[src/rtl/control_unit_seq_pkg.sv]
// Shared encodings and decode helpers for the registered ID-stage control unit.
// Mode, opcode and execute-command codes are common to every decoder in the ID stage.
package control_unit_seq_pkg;

   localparam logic [1:0] ModeArith  = 2'b00;
   localparam logic [1:0] ModeMem    = 2'b01;
   localparam logic [1:0] ModeBranch = 2'b10;
   localparam logic [1:0] ModeBlock  = 2'b11;

   localparam logic [3:0] OpMov = 4'd0;
   localparam logic [3:0] OpMvn = 4'd1;
   localparam logic [3:0] OpAdd = 4'd2;
   localparam logic [3:0] OpAdc = 4'd3;
   localparam logic [3:0] OpSub = 4'd4;
   localparam logic [3:0] OpSbc = 4'd5;
   localparam logic [3:0] OpAnd = 4'd6;
   localparam logic [3:0] OpOrr = 4'd7;
   localparam logic [3:0] OpEor = 4'd8;
   localparam logic [3:0] OpCmp = 4'd9;
   localparam logic [3:0] OpTst = 4'd10;
   localparam logic [3:0] OpMul = 4'd11;

   // Each arithmetic execute command sits exactly one above its opcode.
   localparam logic [3:0] ExecNop = 4'd0;
   localparam logic [3:0] ExecMov = 4'd1;
   localparam logic [3:0] ExecMvn = 4'd2;
   localparam logic [3:0] ExecAdd = 4'd3;
   localparam logic [3:0] ExecAdc = 4'd4;
   localparam logic [3:0] ExecSub = 4'd5;
   localparam logic [3:0] ExecSbc = 4'd6;
   localparam logic [3:0] ExecAnd = 4'd7;
   localparam logic [3:0] ExecOrr = 4'd8;
   localparam logic [3:0] ExecEor = 4'd9;
   localparam logic [3:0] ExecCmp = 4'd10;
   localparam logic [3:0] ExecTst = 4'd11;
   localparam logic [3:0] ExecMul = 4'd12;
   localparam logic [3:0] ExecMem = 4'd13;

   typedef enum logic [1:0] {StIdle, StBlock, StMulWait} state_e;

   typedef struct packed {
      logic       valid;
      logic [3:0] exec;
      logic       mem_read;
      logic       mem_write;
      logic       wb_en;
      logic       branch;
      logic       status_update_en;
      logic       illegal;
   } ctrl_t;

   localparam ctrl_t Bubble = '0;

   function automatic ctrl_t decode_arith(input logic [3:0] op, input logic s);
      ctrl_t c;
      c = Bubble;
      c.valid = 1'b1;
      case (op)
         OpMov, OpMvn, OpAdd, OpAdc, OpSub, OpSbc, OpAnd, OpOrr, OpEor, OpMul: begin
            c.exec             = op + 4'd1;
            c.wb_en            = 1'b1;
            c.status_update_en = s;
         end
         OpCmp, OpTst: begin
            c.exec             = op + 4'd1;
            c.status_update_en = s;
         end
         default: c.illegal = 1'b1;
      endcase
      return c;
   endfunction

   function automatic ctrl_t mem_word(input logic load);
      ctrl_t c;
      c = Bubble;
      c.valid     = 1'b1;
      c.exec      = ExecMem;
      c.mem_read  = load;
      c.wb_en     = load;
      c.mem_write = ~load;
      return c;
   endfunction

endpackage

[src/rtl/lowest_set_bit.sv]
// Combinational priority encoder: index of the lowest set bit and a flag for exactly one bit set.
// W must be at least 2 so the index has a non-zero width.
module lowest_set_bit #(
   parameter int unsigned W = 16
) (
   input  logic [W-1:0]         vec_i,
   output logic [$clog2(W)-1:0] idx_o,
   output logic                 one_left_o
);

   localparam int unsigned IdxW = $clog2(W);

   // Scan downward so the lowest set bit is the last to write.
   always_comb begin
      idx_o = '0;
      for (int i = W - 1; i >= 0; i--) begin
         if (vec_i[i]) idx_o = IdxW'(i);
      end
   end

   assign one_left_o = (vec_i != '0) && ((vec_i & (vec_i - W'(1))) == '0);

endmodule

[src/rtl/control_unit_seq.sv]
// ID-stage control unit: registers decoded control words into the ID/EX boundary and
// sequences MUL occupancy and LDM/STM beats, with flush and stall handling.
module control_unit_seq
   import control_unit_seq_pkg::*;
#(
   parameter int unsigned MODE_LEN     = 2,
   parameter int unsigned OPCODE_LEN   = 4,
   parameter int unsigned EXEC_CMD_LEN = 4,
   parameter int unsigned REG_LIST_W   = 16,
   parameter int unsigned MUL_CYCLES   = 4,
   localparam int unsigned IDX_W       = $clog2(REG_LIST_W)
) (
   input  logic                    clk,
   input  logic                    rst_n,
   input  logic                    in_valid,
   output logic                    in_ready,
   input  logic [MODE_LEN-1:0]     mode,
   input  logic [OPCODE_LEN-1:0]   opcode,
   input  logic                    s,
   input  logic [REG_LIST_W-1:0]   reg_list,
   input  logic                    stall_in,
   input  logic                    flush,
   output logic                    out_valid,
   output logic [EXEC_CMD_LEN-1:0] exec_command,
   output logic                    mem_read,
   output logic                    mem_write,
   output logic                    wb_en,
   output logic                    branch,
   output logic                    status_update_en,
   output logic                    illegal,
   output logic [IDX_W-1:0]        xfer_reg_idx,
   output logic                    xfer_first,
   output logic                    xfer_last,
   output logic                    busy
);

   localparam int unsigned CntW = (MUL_CYCLES > 1) ? $clog2(MUL_CYCLES) : 1;

   state_e                state_d, state_q;
   ctrl_t                 ctrl_d, ctrl_q;
   logic [REG_LIST_W-1:0] pending_d, pending_q;
   logic                  dir_d, dir_q;
   logic [CntW-1:0]       cnt_d, cnt_q;
   logic [IDX_W-1:0]      idx_d, idx_q;
   logic                  first_d, first_q;
   logic                  last_d, last_q;

   logic [REG_LIST_W-1:0] scan;
   logic [IDX_W-1:0]      scan_idx;
   logic                  scan_one;

   assign in_ready = (state_q == StIdle) && !stall_in;

   // The first beat comes straight from reg_list on the accept edge; later beats from pending.
   assign scan = (state_q == StIdle) ? reg_list : pending_q;

   lowest_set_bit #(.W(REG_LIST_W)) u_lsb (
      .vec_i      (scan),
      .idx_o      (scan_idx),
      .one_left_o (scan_one)
   );

   always_comb begin
      state_d   = state_q;
      ctrl_d    = ctrl_q;
      pending_d = pending_q;
      dir_d     = dir_q;
      cnt_d     = cnt_q;
      idx_d     = idx_q;
      first_d   = first_q;
      last_d    = last_q;
      if (flush) begin
         state_d   = StIdle;
         ctrl_d    = Bubble;
         pending_d = '0;
         cnt_d     = '0;
         idx_d     = '0;
         first_d   = 1'b0;
         last_d    = 1'b0;
      end else if (!stall_in) begin
         ctrl_d  = Bubble;
         idx_d   = '0;
         first_d = 1'b0;
         last_d  = 1'b0;
         unique case (state_q)
            StIdle: begin
               if (in_valid) begin
                  unique case (mode)
                     ModeArith: begin
                        ctrl_d = decode_arith(opcode, s);
                        if (opcode == OpMul && MUL_CYCLES > 1) begin
                           state_d = StMulWait;
                           cnt_d   = CntW'(MUL_CYCLES - 1);
                        end
                     end
                     ModeMem: ctrl_d = mem_word(s);
                     ModeBranch: begin
                        ctrl_d.valid  = 1'b1;
                        ctrl_d.branch = 1'b1;
                     end
                     default: begin
                        dir_d     = s;
                        pending_d = reg_list & (reg_list - REG_LIST_W'(1));
                        if (reg_list == '0) begin
                           ctrl_d.valid   = 1'b1;
                           ctrl_d.illegal = 1'b1;
                        end else begin
                           ctrl_d  = mem_word(s);
                           idx_d   = scan_idx;
                           first_d = 1'b1;
                           last_d  = scan_one;
                           if (!scan_one) state_d = StBlock;
                        end
                     end
                  endcase
               end
            end
            StBlock: begin
               ctrl_d    = mem_word(dir_q);
               idx_d     = scan_idx;
               last_d    = scan_one;
               pending_d = pending_q & (pending_q - REG_LIST_W'(1));
               if (scan_one) state_d = StIdle;
            end
            StMulWait: begin
               cnt_d = cnt_q - CntW'(1);
               if (cnt_q <= CntW'(1)) state_d = StIdle;
            end
            default: state_d = StIdle;
         endcase
      end
   end

   always_ff @(posedge clk or negedge rst_n) begin
      if (!rst_n) begin
         state_q   <= StIdle;
         ctrl_q    <= Bubble;
         pending_q <= '0;
         dir_q     <= 1'b0;
         cnt_q     <= '0;
         idx_q     <= '0;
         first_q   <= 1'b0;
         last_q    <= 1'b0;
      end else begin
         state_q   <= state_d;
         ctrl_q    <= ctrl_d;
         pending_q <= pending_d;
         dir_q     <= dir_d;
         cnt_q     <= cnt_d;
         idx_q     <= idx_d;
         first_q   <= first_d;
         last_q    <= last_d;
      end
   end

   assign out_valid        = ctrl_q.valid;
   assign exec_command     = EXEC_CMD_LEN'(ctrl_q.exec);
   assign mem_read         = ctrl_q.mem_read;
   assign mem_write        = ctrl_q.mem_write;
   assign wb_en            = ctrl_q.wb_en;
   assign branch           = ctrl_q.branch;
   assign status_update_en = ctrl_q.status_update_en;
   assign illegal          = ctrl_q.illegal;
   assign xfer_reg_idx     = idx_q;
   assign xfer_first       = first_q;
   assign xfer_last        = last_q;
   assign busy             = (state_q != StIdle);

endmodule

[config.mk]
export PLATFORM = sky130hd
export DESIGN_NAME = control_unit_seq
export DESIGN_NICKNAME = d
export VERILOG_FILES = /design/src/rtl/control_unit_seq_pkg.sv /design/src/rtl/lowest_set_bit.sv /design/src/rtl/control_unit_seq.sv
export SDC_FILE = /design/constraint.sdc
export NUM_CORES = 1
export LEC_CHECK = 0
export CELL_PAD_IN_SITES_DETAIL_PLACEMENT = 0
export CELL_PAD_IN_SITES_GLOBAL_PLACEMENT = 1
export CORE_ASPECT_RATIO = 0.7
export CORE_UTILIZATION = 40
export CTS_BUF_LIST = sky130_fd_sc_hd__clkbuf_8 sky130_fd_sc_hd__clkbuf_16
export DETAILED_ROUTE_END_ITERATION = 7
export PLACE_DENSITY = 0.87
export SYNTH_ARGS = -nofsm -noshare
export SYNTH_HDL_FRONTEND = slang
export SYNTH_SLANG_ARGS = --single-unit
[constraint.sdc]
create_clock -name clk -period 2.6 [get_ports clk]
set_clock_uncertainty 0.1 [all_clocks]
set_input_delay 0.39 -clock clk [delete_from_list [all_inputs] [get_ports clk]]
set_output_delay 0.39 -clock clk [all_outputs]
set_load 0.02 [all_outputs]
---- Yosys cells after proc, flatten, opt, wreduce, memory -nomap -nowiden ----
Index checks and enable logic that the tools add are counted.
word-level totals
  register bits ........................... 38
  logic and storage cells ................. 145
cells by class
  $add $sub $neg .......................... 5
  $lt $le $gt $ge ......................... 1
  equality and inequality tests ........... 26
  muxes and demuxes ....................... 69
  bitwise logic cells ..................... 8
  reduce and logical (&&, ||, !) cells .... 21
operator list
  kind                     number
  $mux W4                  22
  $mux W16                 5
  $and A16 B16 Y16         3
  $sub A16 B1 Y16 const B  3
  $mux W11                 3
  $logic_not A16 Y1        2
  $pmux W16 S2             1
  $mux W2                  13
  $pmux W11 S2             1
  $pmux W7 S3              1
  $eq A4 B3 Y1 const B     4
  $eq A4 B4 Y1 const B     4
  $reduce_bool A16 Y1      1
  $mux W1                  15
  $ne A3 B3 Y1 const B     5
  $pmux W2 S2              3
  $reduce_or A12 Y1        1
  $reduce_and A5 Y1        2
  $reduce_or A10 Y1        1
  $mux W9                  1
  $eq A4 B2 Y1 const B     2
  $ne A4 B3 Y1 const B     2
  $pmux W4 S2              1
  $reduce_and A8 Y1        1
  other kinds (21)         33

---- Longest topological paths before layout ----
Gate-level depths: netlist of run 1.
  depth in word-level cells ............... 24
  mapped depth ............................ 9
  gate-level depth less buffers ........... 8

---- Hierarchy ----
Synthesis of run 1 repeated with hierarchy kept, for this count alone.
second synthesis, totals
  cells, all modules ...................... 303
  area total of the unflattened synthesis .. 2,593.7 um^2
modules (own cells, without submodules)
  module            instances  cells each  area each (um^2)  sequential area each (um^2)
  control_unit_seq  1          247         2,263.4           925.9
  lowest_set_bit    1          56          330.3             0.0

---- Worst setup path after synthesis of run 1 ----
OpenSTA, ideal clock, no wires.
  kind .................................... register -> register
  start ................................... register state_q[0]
  end ..................................... register state_q[0]
  arrival time ............................ 2.014 ns
  data required time ...................... 2.366 ns
  path slack .............................. 0.352 ns
  stages on the path, launching flop included .. 8
  cell sequence ........................... dfrtp_1 -> buf_6 -> or4_4 -> o31ai_4 -> nor4b_4 -> a41oi_1 -> a2111oi_2 -> a21oi_1
between the ends
  longest elaborated chain between the ends .. 8
RTL lines
  element                                                        line                                            RTL
  start, declared                                                control_unit_seq.sv:39                          state_e state_d, state_q;
  start signal, assigned                                         control_unit_seq.sv:136                         state_q <= StIdle;
  start signal, assigned                                         control_unit_seq.sv:145                         state_q <= state_d;
  $logic_not A2 Y1                                               control_unit_seq.sv:55, control_unit_seq.sv:85
  $mux W16                                                       control_unit_seq.sv:55                          assign scan = (state_q == StIdle) ? reg_list : pending_q;
  $sub A16 B1 Y16                                                lowest_set_bit.sv:21                            assign one_left_o = (vec_i != '0) && ((vec_i & (vec_i - W'(1))) == '0);
  $and A16 B16 Y16                                               lowest_set_bit.sv:21
  $logic_not A16 Y1                                              lowest_set_bit.sv:21
  $logic_and A1 B1 Y1                                            lowest_set_bit.sv:21
  $ne A4 B3 Y1 (no source line) or $ne A3 B3 Y1 (tied branches)  n/a
  $reduce_and A8 Y1 (no source line)                             n/a
Several ways; a longest one is shown, not always the timed one. The select of a mux whose other input is x is not followed.
A chain may end at the register's enable or synchronous reset.

---- Final worst setup path of run 1 ----
  start ................................... register state_q[0]
  end ..................................... output in_ready
between the ends
  longest elaborated chain between the ends .. 2
RTL lines
  element              line                    RTL
  $logic_not A2 Y1     control_unit_seq.sv:52  assign in_ready = (state_q == StIdle) && !stall_in;
  $logic_and A1 B1 Y1  control_unit_seq.sv:52
  end, declared        control_unit_seq.sv:16  output logic in_ready,
Every way passes these cells.

==> results of run 1 <==
[power breakdown]
| group | switching, mW | internal, mW | total (mW) | leakage, nW |
|---|---|---|---|---|
| logic | 0.339 | 0.273 | 0.612 | 1.08 |
| clock network | 0.217 | 0.182 | 0.399 | 0.0491 |
| registers | 0.0558 | 0.613 | 0.669 | 0.498 |
| total | 0.612 | 1.07 | 1.68 | 1.63 |
[kinds of logic (layout without fill, tap and decap cells)]
family                     Yosys count  in the layout  share of synthesized area
DFF                                 37             37                     0.3270
and+or+nand+nor                    126            126                     0.2307
buffers and inverters               34            120                    0.04860
muxes                                7              7                    0.02651
xor gates and xnor gates             2              2                   0.006188
adders and majority gates            9              9                    0.03977
AOI/OAI and AO/OA                  133            133                     0.3213
[layout by cell type, fill, tap and decap left out, types with 4 or more instances in the layout]
cell / instances
nor2_1: 37
nor3_1: 13
clkbuf_8: 5
dfrtp_1: 36
and3_1: 4
a32o_1: 6
buf_4: 53
o21ai_0: 33
nand3_1: 4
a31oi_1: 8
ha_1: 9
nand2_1: 27
o22ai_1: 8
mux2_2: 4
nor2b_1: 6
a21oi_1: 22
a22o_1: 8
a221o_1: 4
o211ai_1: 11
a211oi_1: 4
or3_1: 4
nor4_1: 9
inv_1: 13
nand2b_1: 4
clkdlybuf4s50_1: 45
a21o_1: 4
[worst max-delay path by stage]
stage | start | end | cells past startpoint
after floorplan | state_q[0]$_DFFE_PN0P_ | state_q[0]$_DFFE_PN0P_ | 7
after global placement | reg_list[3] | exec_command[2]$_DFFE_PN0N_ | 8
after detailed placement | reg_list[3] | state_q[0]$_DFFE_PN0P_ | 7
after CTS | state_q[0]$_DFFE_PN0P_ | busy | 4
after global routing | state_q[1]$_DFFE_PN0P_ | busy | 4
final | state_q[0]$_DFFE_PN0P_ | in_ready | 4
[layer usage]
| metal | track usage | wire length, µm | vias up | share of wire |
|---|---|---|---|---|
| li1 | - | - | 1497 | - |
| met1 | 0.4540 | 4811 | 1470 | 0.51 |
| met2 | 0.3659 | 3752 | 124 | 0.40 |
| met3 | 0.05299 | 869 | 6 | 0.092 |
| met4 | 0.04127 | 53 | 0 | 0.0056 |
| met5 | 0 | 0 | - | 0 |
[final cells by class]
cell class	instances	area (µm²)
timing repair buffer	99	853.3
inverter	13	48.80
tap	94	117.6
clock inverter	3	13.76
sequential	37	927.1
multi-input combinational	277	1770
fill	679	2988
clock buffer	5	68.82
[state kept, by name, summed over array words and instances, names as in the netlist, 2 cells and up]
signal	cells
xfer_reg_idx	4
state_q	2
exec_command	4
pending_q	15
cnt_q	2
[metrics by stage]
step	cells	util	worst slack [ns]
floorplan	348	-	0.3518
global placement	520	0.5471	-0.04785
detailed placement	520	0.5471	-0.08794
CTS	528	0.5593	0.06715
global route	528	0.5598	0.01384
finish	528	0.5598	0.09723
[what timing repair did]
| action | CTS | global route |
|---|---|---|
| resized for setup | 0 | 2 |
| endpoints found under the hold margin | 0 | 0 |
| setup endpoints to repair | 0 | 6 |
==> reports/metrics.cfg, run 1 <==
[grt]
antenna_found_initial=0
grt_max_degree=38
grt_pass1_wl_mm=15.50
first_global_vias=2896
grt_usage=0.2757
grt_overflow=0

[place]
gp_congestion=0.9626
portBuffers=46
place_area_um2=3714
dpl.hpwl_mm=7.488

[die]
ios=47
rows=25
core_area_um2=6788
fp.dieW_um=102.6
start_util=0.4171
dieHeight_um=72.39
die_area_um2=7424

[cts]
cts_sinks=37
cts-root-buf=clkbuf_8
clk_latency_ns=0.29
h-tree-depth=2
numCtsBuffers=5
postCtsSetupBuffers=0
clock_path_buffers=2
cts_hold_buf=0
clk_pin_slew_worst_paths_ns=0.08
cts_tree=done

[detailed_routing]
routed_wl_mm=9.487
drt_iter0_markers=348
drt_pre_antenna_iters=5
dr_total_vias=3097
final_antenna_net_count=0
wl_per_cell_um=17.97
drcViolationCount=0
via_per_inst=5.866

[timing]
slew_viol_final=0
slew_headroom=0.4127
grt_setup_unrepaired=no
holdWs_ns=0.1132
hold_viol=0
fin_setup_tns_ns=0
finalCritPeriodShare=0.9626
period_needed_ns=2.503
finalSetupViolations=0
worstMarginPinSlew_ns=0.8791
max_freq_mhz=399.6

[final_layout]
drive_above_1_share=0.1705
postLayoutCellArea_um2=3800
area.growth.synth_to_final_pct=34.20
antenna_cells=0
num-nets-final=470

[synth]
yosysMostFrequentCell=nor2_1
ys_top_cells_by_count=nor2_1, dfrtp_1, o21ai_0
ys_types=61
seq_area_frac_synth=0.3270
syn_inst=348
synth_top_area_cell=dfrtp_1
synth_edf_count=0
synth_area_leaders=dfrtp_1, o21ai_0, nor2_1, ha_1, a21oi_1
syn_avg_cell_area_um2=8.136
syn_area_um2=2831
yosys_warnings=0
async_flop_share=1.000
yosysTopAreaCellShare=0.3270
synth_nets=385
synth_seq_cells=37
ys.flop_type=dfrtp_1

[worst_setup_path]
rrSetupSlack_ns=0.16
cp-start-kind=register
crit_slowest_cell=clkdlybuf4s50_1
r2r-end=xfer_reg_idx[0]$_DFFE_PN0N_
rr_startpoint=state_q[0]$_DFFE_PN0P_
crit_fanout=15
criticalPathCategory=reg2out
path_buf_inv=2
crit_family=buffers and inverters
rr_worst_depth=7
timing.critical_path.arrival_ns=2.01
worst_setup_path_end_kind=output pin
critPathRequiredTime_ns=2.11
cp_cell_sequence=nor2_2 -> inv_2 -> nor2_1 -> clkdlybuf4s50_1
max_stage_delay_ns=0.63

[outcome]
outcome=completed

[power]
powerDensity_nw_per_um2=442.2
leakagePower_nw=1.630
total_power_mw=1.680
ir_drop_mv=0.2220

[hold_path]
hp-class=in2async

[job]
maxCapViolations=0

(Power assumes the default switching activity.)
==> run 2, diff against run 1 <==
- SKIP_LAST_GASP: default -> 1
- SLEW_MARGIN: default -> 20
==> results of run 2 <==
The final DEF is identical to that of run 1; final timing and power are the same.
==> run 3, diff against run 2 <==
- PLACE_DENSITY: 0.87 -> 0.88
==> run 3 against run 2 <==
Utilization rose by 0.85 points; critical path type is now in2reg; largest cell class unchanged; global-route usage rose by 0.79 points; setup slack improved by 0.021 ns; sequential power fell by 0.7%; routed wire length rose by 4.8%; largest power group unchanged.
==> reports/metrics.cfg, run 3 (synthesized netlist as in run 1, its figures left out) <==
[outcome]
outcome=completed

[power]
p_comb_frac=0.380
total_power_mw=1.687
switching_power_uw=610.7
powerDensity_nw_per_um2=437.4
clockPowerShare=0.226
seqPwrFrac=0.394
ir_drop_mv=0.2033
internal-power_mw=1.077
leakagePower_nw=1.653
sw_frac_of_total=0.3619

[die]
ios=47
fp.dieW_um=102.6
start_util=0.4171
die_area_um2=7424
core_area_um2=6788
rows=25
dieHeight_um=72.39

[worst_setup_path]
timing.critical_path.arrival_ns=2.57
critPathRequiredTime_ns=2.69
crit_fanout=7
criticalPathCategory=in2reg
worst_setup_path_end_kind=register
cp-start-kind=input pin

[grt]
grt_overflow=0
first_global_vias=2860
antenna_found_initial=0
grt_usage=0.2836
grt_pass1_wl_mm=15.60
grt_max_degree=38

[cts]
clk_pin_slew_worst_paths_ns=0.07
clock_path_buffers=2
cts_sinks=37
clk_latency_ns=0.29
cts_hold_buf=0
cts-root-buf=clkbuf_8
cts_tree=done
h-tree-depth=2
numCtsBuffers=5

[timing]
hold_viol=0
grt_setup_unrepaired=no
slew_headroom=0.2705
max_freq_mhz=402.9
slew_viol_final=0
finalCritPeriodShare=0.9546
period_needed_ns=2.482
worstMarginPinSlew_ns=1.090
finalSetupViolations=0

[detailed_routing]
dr_total_vias=3156
drt_pre_antenna_iters=5
drt_iter0_markers=294
via_per_inst=5.944
routed_wl_mm=9.946
final_antenna_net_count=0
drcViolationCount=0
wl_per_cell_um=18.73

[final_layout]
postLayoutCellArea_um2=3857
final_common_cell=buf_4
regArea_um2=925.9
final_util=0.5683
layout_common_cells=buf_4, clkdlybuf4s50_1, nor2_1
antenna_cells=0
drive_above_1_share=0.1762
area.growth.synth_to_final_pct=36.24
top_register=pending_q
num-nets-final=475
multi_input_area_um2=1775
largest_register_ff_count=15
fill_cells=649

[place]
portBuffers=46
dpl.hpwl_mm=7.798
gp_congestion=0.9975
place_area_um2=3776

[job]
maxCapViolations=0

[hold_path]
hp-class=in2async

==> run 3: cell types whose count changed in the layout (fill, tap and decap cells not counted), sizes merged <==
| cell | change |
|---|---|
| inv | -1 |
| clkinv | -1 |
| buf | +5 |
==> run 3: area by class of cell <==
type | count | area share
Clock inverter | 1 | 0.001297
Timing Repair Buffer | 104 | 0.2374
Sequential cell | 37 | 0.2400
Multi-Input combinational cell | 277 | 0.4603
Tap cell | 94 | 0.03049
Inverter | 13 | 0.01265
Clock buffer | 5 | 0.01784
==> run 3: what timing repair did <==
| item | CTS | global route |
|---|---|---|
| setup buffers | 0 | 0 |
| gates resized for setup | 0 | 2 |
| setup endpoints to repair | 0 | 4 |
==> run 3: per-layer routing <==
metal | up-vias | GRT usage | wire (µm)
li1 | 1498 | - | -
met1 | 1494 | 0.4552 | 4997
met2 | 159 | 0.3741 | 4018
met3 | 5 | 0.06358 | 867
met4 | 0 | 0.06349 | 63
met5 | - | 0 | 0
==> run 3: path summary, 6_finish.rpt <==
check                                        from                           to  slack [ns]  cells after the start
max reg2reg                state_q[0]$_DFFE_PN0P_  xfer_reg_idx[0]$_DFFE_PN0N_        0.15                      8
min reg2reg                 out_valid$_DFFE_PN0N_        out_valid$_DFFE_PN0N_        0.39                      1
min in group clk            out_valid$_DFFE_PN0N_        out_valid$_DFFE_PN0N_        0.39                      1
max                                   reg_list[2]  exec_command[2]$_DFFE_PN0N_        0.12                      8
max in group asynchronous                   rst_n         mem_read$_DFFE_PN0N_        1.75                      1
min                                         rst_n         cnt_q[1]$_DFFE_PN0P_        0.11                      1
==> run 3: per-stage QoR <==
step / setup slack, ns / TNS, ns / cells / hold WS (ns)
final: 0.1181 / 0 / 531 / 0.1083
after global routing: 0.002627 / 0 / 531 / 0.1886
after CTS: 0.05428 / 0 / 531 / 0.1217
after detailed placement: -0.2575 / -1.998 / 525 / 0.3809
after global placement: -0.1823 / -1.427 / 525 / 0.3592
after floorplan: 0.3518 / 0 / 348 / -0.005591
==> run 3: power by group through the flow <==
stage	registers, mW	clock network (mW)	logic (mW)
2_1_floorplan	0.665	0	0.328
3_3_place_gp	0.671	0	0.626
3_5_place_dp	0.672	0	0.628
4_1_cts	0.661	0.392	0.629
5_1_grt	0.669	0.412	0.691
6_report	0.664	0.382	0.641
==> run 3: critical path, stage by stage <==
cell	delay, ns
clkdlybuf4s50_1	0.48
buf_4	0.19
nor4_2	0.36
and3_1	0.31
a21boi_1	0.14
a211oi_1	0.30
o21ai_0	0.19
a22o_1	0.20
